[src/rtl/ucycle_strobe_gen.sv]
// ucycle_strobe_gen
//   Microcycle sequencer for the microcode decoders. Produces the one-hot,
//   active-low time strobes tn[NPH:1] that clock the 1w/3w/10w decoder
//   registers. It also issues the microword load strobe, supports run,
//   single-step and halt, and stretches phase WAIT_PH with wait states while
//   a RAM/tape operation is busy.
//
// Ports
//   main_clk    in   main clock, all state changes on the rising edge
//   resn        in   asynchronous active-low reset
//   run         in   level, free-running microcycles
//   step        in   pulse, runs exactly one microcycle when idle
//   halt_req    in   level, stop at the end of the current microcycle
//   mem_op      in   current microword performs a RAM/tape operation
//   ram_busy    in   RAM/tape not ready, extends phase WAIT_PH
//   err_clr     in   clears timeout_err
//   tn          out  time strobes, tn[k]=0 during phase k, all 1 when idle
//   uw_ld       out  1 during phase NPH (latch next microword)
//   cyc_start   out  1 during phase 1
//   cyc_end     out  1 during phase NPH
//   running     out  1 whenever not idle
//   wait_st     out  1 during inserted wait clocks
//   timeout_err out  sticky, a wait reached WAIT_MAX clocks
//   cyc_cnt     out  completed microcycle count (wraps)
module ucycle_strobe_gen #(
    parameter int NPH      = 10,
    parameter int WAIT_PH  = 6,
    parameter int WAIT_MAX = 255
) (
    input  logic           main_clk,
    input  logic           resn,
    input  logic           run,
    input  logic           step,
    input  logic           halt_req,
    input  logic           mem_op,
    input  logic           ram_busy,
    input  logic           err_clr,
    output logic [NPH:1]   tn,
    output logic           uw_ld,
    output logic           cyc_start,
    output logic           cyc_end,
    output logic           running,
    output logic           wait_st,
    output logic           timeout_err,
    output logic [15:0]    cyc_cnt
);

    localparam int PW = $clog2(NPH + 1);

    typedef enum logic [1:0] {
        ST_IDLE,
        ST_PH,
        ST_WAIT
    } state_t;

    state_t         state_q, state_d;
    logic [PW-1:0]  phase_q, phase_d;
    logic [7:0]     wait_cnt_q, wait_cnt_d;
    logic           step_prev_q;
    logic           timeout_err_q, timeout_err_d;
    logic [15:0]    cyc_cnt_q, cyc_cnt_d;
    logic [NPH:1]   tn_q, tn_d;
    logic           uw_ld_q, uw_ld_d;
    logic           cyc_start_q, cyc_start_d;
    logic           cyc_end_q, cyc_end_d;
    logic           running_q, running_d;
    logic           wait_st_q, wait_st_d;

    logic           step_edge;
    logic           leave_phase;
    logic           timeout_set;

    // A step that is held high only counts once: starting needs a fresh
    // rising edge, so a long or repeated pulse cannot chain extra cycles.
    assign step_edge = step & ~step_prev_q;

    always_comb begin
        state_d     = state_q;
        phase_d     = phase_q;
        wait_cnt_d  = wait_cnt_q;
        cyc_cnt_d   = cyc_cnt_q;
        leave_phase = 1'b0;
        timeout_set = 1'b0;

        case (state_q)
            ST_IDLE: begin
                if (run || step_edge) begin
                    state_d = ST_PH;
                    phase_d = PW'(1);
                end
            end
            ST_PH: begin
                if (phase_q == PW'(WAIT_PH) && mem_op && ram_busy) begin
                    state_d    = ST_WAIT;
                    wait_cnt_d = 8'd0;
                end else begin
                    leave_phase = 1'b1;
                end
            end
            ST_WAIT: begin
                if (!ram_busy) begin
                    leave_phase = 1'b1;
                end else if (wait_cnt_q == 8'(WAIT_MAX - 1)) begin
                    // This is wait clock number WAIT_MAX: give up and move on.
                    leave_phase = 1'b1;
                    timeout_set = 1'b1;
                end else begin
                    wait_cnt_d = wait_cnt_q + 8'd1;
                end
            end
            default: begin
                state_d = ST_IDLE;
                phase_d = '0;
            end
        endcase

        if (leave_phase) begin
            wait_cnt_d = 8'd0;
            if (phase_q == PW'(NPH)) begin
                cyc_cnt_d = cyc_cnt_q + 16'd1;
                if (run && !halt_req) begin
                    state_d = ST_PH;
                    phase_d = PW'(1);
                end else begin
                    state_d = ST_IDLE;
                    phase_d = '0;
                end
            end else begin
                state_d = ST_PH;
                phase_d = phase_q + PW'(1);
            end
        end

        // Setting wins over clearing when both happen in the same clock.
        timeout_err_d = timeout_set | (timeout_err_q & ~err_clr);

        // Strobes are decoded from the next state so the registered outputs
        // line up exactly with the state they describe.
        for (int k = 1; k <= NPH; k++) begin
            tn_d[k] = !((state_d != ST_IDLE) && (phase_d == PW'(k)));
        end
        running_d   = (state_d != ST_IDLE);
        wait_st_d   = (state_d == ST_WAIT);
        cyc_start_d = (state_d == ST_PH) && (phase_d == PW'(1));
        uw_ld_d     = (state_d == ST_PH) && (phase_d == PW'(NPH));
        cyc_end_d   = uw_ld_d;
    end

    always_ff @(posedge main_clk or negedge resn) begin
        if (!resn) begin
            state_q       <= ST_IDLE;
            phase_q       <= '0;
            wait_cnt_q    <= 8'd0;
            step_prev_q   <= 1'b0;
            timeout_err_q <= 1'b0;
            cyc_cnt_q     <= 16'd0;
            tn_q          <= '1;
            uw_ld_q       <= 1'b0;
            cyc_start_q   <= 1'b0;
            cyc_end_q     <= 1'b0;
            running_q     <= 1'b0;
            wait_st_q     <= 1'b0;
        end else begin
            state_q       <= state_d;
            phase_q       <= phase_d;
            wait_cnt_q    <= wait_cnt_d;
            step_prev_q   <= step;
            timeout_err_q <= timeout_err_d;
            cyc_cnt_q     <= cyc_cnt_d;
            tn_q          <= tn_d;
            uw_ld_q       <= uw_ld_d;
            cyc_start_q   <= cyc_start_d;
            cyc_end_q     <= cyc_end_d;
            running_q     <= running_d;
            wait_st_q     <= wait_st_d;
        end
    end

    assign tn          = tn_q;
    assign uw_ld       = uw_ld_q;
    assign cyc_start   = cyc_start_q;
    assign cyc_end     = cyc_end_q;
    assign running     = running_q;
    assign wait_st     = wait_st_q;
    assign timeout_err = timeout_err_q;
    assign cyc_cnt     = cyc_cnt_q;

endmodule

[config.mk]
export PLATFORM = sky130hd
export DESIGN_NAME = ucycle_strobe_gen
export DESIGN_NICKNAME = d
export VERILOG_FILES = /design/src/rtl/ucycle_strobe_gen.sv
export SDC_FILE = /design/constraint.sdc
export NUM_CORES = 1
export LEC_CHECK = 0
export BUFFER_PORTS_ARGS = -buffer_cell sky130_fd_sc_hd__buf_2
export CAP_MARGIN = 20
export CELL_PAD_IN_SITES_DETAIL_PLACEMENT = 0
export CELL_PAD_IN_SITES_GLOBAL_PLACEMENT = 1
export CORE_MARGIN = 1
export CORE_UTILIZATION = 43
export DETAILED_ROUTE_END_ITERATION = 16
export PLACE_DENSITY_LB_ADDON = 0.1
export RECOVER_POWER = 25
export SLEW_MARGIN = 20
export SYNTH_ARGS = -nofsm -noshare
export SYNTH_HDL_FRONTEND = slang
export SYNTH_SLANG_ARGS = --single-unit
[constraint.sdc]
create_clock -name main_clk -period 2.2 [get_ports main_clk]
set_input_delay 0.22 -clock main_clk [delete_from_list [all_inputs] [get_ports main_clk]]
set_output_delay 0.22 -clock main_clk [all_outputs]
set_load 0.02 [all_outputs]
==> impl_metrics.py, run 1 <==
metrics = {
    "logic_synthesis": {
        "synth_ff_type": "dfrtp_1",
        "postSynthAreaPerCell_um2": 10.37,
        "synth-edff-count": 0,
        "netlist_instances": 233,
        "yosysTopAreaCellShare_pct": 37.27,
        "yosysWarnings": 0,
        "ys_seq_area_share_pct": 48.14,
        "synth_fp_nets": 248,
        "ys_top_cells_by_area": "dfrtp_1 (37%), dfstp_2 (11%), nand2_1 (5.6%), xnor2_1 (5.4%), ha_1 (3.6%)",
        "syn_area_um2": 2417,
        "synth_cell_types": 55,
        "synthArstFlopShare_pct": 100.0,
        "synth_top_cell_by_area": "dfrtp_1",
        "synth-seq-cells": 46,
    },
    "sta": {
        "clock_skew_ps": 14.66,
        "max_slew.worst_pin.slew_ps": 1972,
        "finalCriticalPeriod_ps": 2078,
        "period_share_pct": 94.44,
        "hold_violations": 0,
        "final.setup.tns_ps": 0,
        "max_clock_freq_mhz": 481.3,
        "slew_violations": 38,
        "setup_viol": 0,
        "slew-limit-headroom_pct": -31.44,
        "rsz0062_at_grt": "no",
    },
    "floorplanning": {
        "die_width_um": 76.98,
        "floorplan.initialDensity_pct": 45.87,
        "io_pins": 40,
        "rows": 26,
        "die_y_um": 76.98,
        "fp.coreArea_um2": 5270,
        "die_area_um2": 5925,
    },
    "route": {
        "firstDrtPassIters": 4,
        "drt_iter0_markers": 81,
        "drt_wl_total_um": 4863,
        "route.vias.total": 1825,
        "vias_per_cell": 5.112,
        "wire_per_inst_um": 13.62,
        "ant_nets": 0,
        "drc": 0,
    },
    "clocking": {
        "htreeDepth": 2,
        "clockBufferDepth": 2,
        "clk_latency_ps": 300,
        "cts_tree": "yes",
        "cts-root-buf": "clkbuf_8",
        "clk_pin_slew_ps": 100,
        "clkSinkCount": 46,
        "numCtsBuffers": 5,
    },
    "layout": {
        "drive_gt1_share_pct": 32.40,
        "finalNetCount": 301,
        "syn_to_final_growth_pct": 19.46,
        "fin_cells": 357,
        "finalInstanceArea_um2": 2888,
        "final_common_cell": "buf_2",
        "n_antenna_cell": 0,
        "layout_common_cells": "buf_2 (39), nand2_1 (36), dfrtp_1 (36)",
    },
    "global_route": {
        "grt_max_degree": 38,
        "grt_pass1_wl_um": 8266,
        "grt.total_usage_pct": 17.62,
        "antenna_found_initial": 0,
        "gr-total-overflow": 0,
        "grt_pass1_vias": 1748,
    },
    "worst_setup_path": {
        "critical_path_arrival_ps": 2300,
        "worst_setup_path_start_kind": "register",
        "crit_type": "register to register",
        "setup.worst_path.end_class": "register",
        "crit_required_ps": 2420,
        "startpoint": "wait_cnt_q[0]",
        "r2r_start": "wait_cnt_q[0]",
        "critical_path_peak_fanout": 5,
    },
    "placed_design": {
        "routabilityCongestion": 0.8183,
        "dp.cells": 345,
        "hpwl_um": 3534,
        "placed_cell_area_um2": 2736,
        "portBuffers": 39,
    },
    "run_status": {
        "violations": "max-capacitance violations, max-slew violations",
        "status": "finished, violations left",
    },
    "power": {
        "p_leak_uw": 0.001339,
        "powerDensity_nw_per_um2": 1119,
        "ir_drop_mv": 0.4216,
    },
    "hold_path": {
        "min_path_type": "input port to register",
        "hold_start": "step",
    },
    "flow_run": {
        "maxCapViolations": 1,
    },
}
==> cell families (layout without fill, tap and decap cells) <==
kind of cell,count (synthesis),in the layout,synth area share [%]
AO/OA/AOI/OAI,36,36,13.04
XOR/XNOR,22,22,7.971
adder cells (fa/ha/maj),7,7,3.623
buffers and inverters,20,74,4.088
flip-flops,46,46,48.14
multiplexers,5,5,2.432
AND/OR/NAND/NOR,97,97,20.70
==> synth_stat cells (2+ instances only) <==
| master | n |
|---|---|
| a21oi_1 | 3 |
| a21oi_2 | 2 |
| and3_1 | 7 |
| buf_4 | 2 |
| buf_6 | 2 |
| clkbuf_1 | 5 |
| dfrtp_1 | 36 |
| dfstp_2 | 10 |
| ha_1 | 7 |
| inv_1 | 9 |
| mux2_2 | 2 |
| nand2_1 | 36 |
| nand2b_1 | 3 |
| nand3_1 | 10 |
| nand4_1 | 9 |
| nor2_1 | 17 |
| nor3_1 | 3 |
| o211ai_2 | 2 |
| o21ai_0 | 4 |
| o21ai_1 | 3 |
| o21ai_2 | 2 |
| o31ai_1 | 3 |
| o32ai_1 | 3 |
| or4_1 | 2 |
| xnor2_1 | 15 |
| xor2_1 | 7 |
==> per-layer routing <==
metal	share of wire (%)	up-vias	global-route usage, %
met3	4.1	9	4.048
li1	-	917	-
met5	0	-	0
met2	43	41	26.25
met4	1.6	0	5.849
met1	52	858	25.13
==> where the power goes <==
part	internal, uW	leakage [uW]	total (uW)	switching (uW)
Combinational	629	0.000689	1560	927
Clock	341	0.0000585	638	297
Sequential	973	0.000591	1040	63.1
==> worst paths after layout <==
path / slack (ps) / to / cells after the start
worst max-delay path: 120 / tn[4] / 9
worst max register to register: 120 / tn[4] / 9
max in group asynchronous: 600 / cyc_start / 1
worst min-delay path: 30 / step_prev_q / 1
worst min register to register: 460 / cyc_cnt[15] / 1
min in group asynchronous: 460 / cyc_cnt[8] / 1
==> area by class of cell <==
class | instances | area [um^2]
Fill cell | 519 | 2382
Multi-Input combinational cell | 167 | 1167
Sequential cell | 46 | 1164
Timing Repair Buffer | 56 | 319.1
Tap cell | 70 | 87.58
Clock buffer | 5 | 68.82
Clock inverter | 3 | 43.79
Inverter | 10 | 37.54
==> sequential cells by signal, summed over array words and instances (netlist names), 2 cells and up <==
register    cells
cyc_cnt        16
tn             10
wait_cnt_q      8
phase_q         4
state_q         2
==> worst max-delay path, cell delays in order (launching register included) <==
cell     delay [ps]
dfrtp_1         400
inv_1           100
ha_1            150
nand3_1         100
o21ai_2         220
a31oi_4         120
buf_2           190
or4_1           470
o31ai_1         130
nand2_1         110
==> through the flow <==
step,hold WS (ps),utilization (%),total power (uW),setup WS [ps]
finish,32.83,54.80,3231,122.3
global route,19.56,54.80,3456,12.31
CTS,26.36,54.06,3164,79.77
detailed placement,348.0,51.92,2520,100.8
global placement,345.4,51.92,2525,112.0
floorplan,-75.59,-,2151,251.9
==> repair_timing <==
action | CTS | global route
endpoints found under the setup margin | 0 | 14
resized for setup | 0 | 2
setup buffers | 0 | 4
endpoints found under the hold margin | 0 | 0
hold buffers | 0 | 0
No activity file was read; power rests on OpenSTA's default activity.
==> inputs of run 2 (changes only) <==
--- a/config.mk
+++ b/config.mk
@@ -5,11 +5,11 @@
 export SDC_FILE = /design/constraint.sdc
 export NUM_CORES = 1
 export LEC_CHECK = 0
-export BUFFER_PORTS_ARGS = -buffer_cell sky130_fd_sc_hd__buf_2
+export BUFFER_PORTS_ARGS = -buffer_cell sky130_fd_sc_hd__clkbuf_2
 export CAP_MARGIN = 20
 export CELL_PAD_IN_SITES_DETAIL_PLACEMENT = 0
 export CELL_PAD_IN_SITES_GLOBAL_PLACEMENT = 1
-export CORE_MARGIN = 1
+export CORE_MARGIN = 8
 export CORE_UTILIZATION = 43
 export DETAILED_ROUTE_END_ITERATION = 16
 export PLACE_DENSITY_LB_ADDON = 0.1
==> run 2 against run 1 <==
Against the previous run:
- cell count is 0.56% higher
- the run now ends clean
- sequential cell count did not move
- combinational power about the same
- die area increased by 40%
- sequential power about the same
- power down 0.78%
- worst setup slack gained 31 ps
==> impl_metrics.py, run 2 (synthesized netlist as in run 1, its figures left out) <==
metrics = {
    "run_status": {
        "status": "finished, final reports clean",
    },
    "clocking": {
        "clk_latency_ps": 300,
        "cts-root-buf": "clkbuf_8",
        "cts_tree": "yes",
        "clk_pin_slew_ps": 90,
        "hold_buffers": 0,
        "numCtsBuffers": 5,
        "clockBufferDepth": 2,
        "htreeDepth": 2,
        "clkSinkCount": 46,
    },
    "layout": {
        "drive_gt1_share_pct": 32.75,
        "layout_common_cells": "clkbuf_2 (39), nand2_1 (36), dfrtp_1 (36)",
        "finalNetCount": 301,
        "finalInstanceArea_um2": 2903,
        "final_common_cell": "clkbuf_2",
        "multi_input_comb_area_um2": 1172,
        "fillers": 524,
        "largest_register_ffs": 16,
        "syn_to_final_growth_pct": 20.08,
        "postLayoutCoreUtil_pct": 53.04,
        "seqCellArea_um2": 1164,
        "n_antenna_cell": 0,
    },
    "hold_path": {
        "min_path_type": "input port to register",
        "min_to": "step_prev_q",
        "hold_start": "step",
        "min_delay_path_depth": 1,
    },
    "worst_setup_path": {
        "crit_required_ps": 2430,
        "path_buf_inv": 2,
        "critical_path_peak_fanout": 7,
        "crit_chain": "inv_1 > ha_1 > nand3_2 > o21ai_4 > a31oi_4 > buf_4 > or4_1 > o31ai_2 > nand2_1",
        "max_stage_delay_ps": 490,
        "worst_setup_path_start_kind": "register",
        "setup.worst_path.end_class": "register",
        "slowest_stage": "or4_1",
        "reg2reg_to": "tn[4]",
        "cp.depth": 9,
        "r2r_cells": 9,
        "r2r_slack_ps": 150,
        "r2r_start": "wait_cnt_q[0]",
        "critical_path_arrival_ps": 2280,
        "cpLargestDelayFamily": "simple AND/OR/NAND/NOR gates",
        "crit_type": "register to register",
    },
    "power": {
        "powerDensity_nw_per_um2": 1104,
        "ir_drop_mv": 0.4865,
        "p_leak_uw": 0.001343,
        "total_power_uw": 3205,
    },
    "floorplanning": {
        "floorplan.initialDensity_pct": 44.17,
        "die_y_um": 90.98,
        "fp.coreArea_um2": 5473,
        "rows": 27,
        "io_pins": 40,
        "die_width_um": 90.98,
        "die_area_um2": 8276,
    },
    "placed_design": {
        "routabilityCongestion": 0.7648,
        "hpwl_um": 4116,
        "placed_cell_area_um2": 2774,
        "portBuffers": 39,
    },
    "sta": {
        "final.setup.tns_ps": 0,
        "setup_viol": 0,
        "rsz0062_at_grt": "no",
        "max_clock_freq_mhz": 488.6,
        "hold_violations": 0,
        "slew-limit-headroom_pct": 25.44,
        "clock_skew_ps": 6.837,
        "max_slew.worst_pin.slew_ps": 1118,
        "period_share_pct": 93.04,
        "finalCriticalPeriod_ps": 2047,
        "slew_violations": 0,
    },
    "flow_run": {
        "maxCapViolations": 0,
    },
    "route": {
        "wire_per_inst_um": 15.21,
        "drc": 0,
        "route.vias.total": 1871,
        "vias_per_cell": 5.212,
        "drt_iter0_markers": 73,
        "firstDrtPassIters": 4,
        "ant_nets": 0,
        "drt_wl_total_um": 5461,
    },
    "global_route": {
        "grt_max_degree": 47,
        "grt_pass1_wl_um": 9439,
        "grt_pass1_vias": 1931,
        "gr-total-overflow": 0,
        "antenna_found_initial": 0,
        "grt.total_usage_pct": 13.79,
    },
}
## run 2: power by group
group	leakage, uW	switching [uW]	total, uW	internal, uW
sequential	0.000591	47.5	1020	974
combinational	0.000695	960	1590	632
clock	0.0000567	296	591	295
total	0.00134	1300	3210	1900
## run 2: layout make-up
| type | instances | area share [%] |
|---|---|---|
| multi-input cells | 167 | 40.39 |
| flip-flops and latches | 46 | 40.09 |
| repair buffers | 56 | 11.42 |
| clock buffers | 6 | 3.233 |
| well taps | 72 | 3.103 |
| inverters | 10 | 1.293 |
| clock inverters | 2 | 0.4741 |
## run 2: how the worst max path moves through the flow
stage                   from       to  slack (ps)
2_1_floorplan     state_q[1]  cyc_end         250
3_3_place_gp   wait_cnt_q[0]    tn[4]         180
3_5_place_dp   wait_cnt_q[0]    tn[6]         110
4_1_cts        wait_cnt_q[0]    tn[6]          90
5_1_grt           state_q[0]    tn[2]          10
6_report       wait_cnt_q[0]    tn[4]         150
## run 2: through the flow
stage                     worst slack (ps)  instances  hold WS (ps)
after floorplan                      251.9        233        -75.59
after global placement               182.0        350         347.9
after detailed placement             107.9        350         350.7
after CTS                            91.35        358         20.80
after global routing                 14.77        359         46.72
final                                153.1        359         38.66
## run 2: repair_timing
item | CTS | global route
endpoints found under the setup margin | 0 | 7
buffers inserted | 0 | 1
resized for setup | 0 | 3
## run 2: layer usage
layer	vias to the layer above	GRT usage, %	wire length, um
li1	913	-	-
met5	-	0	0
met3	8	3.868	245
met1	919	16.69	2477
met4	0	4.911	76
met2	31	22.91	2661
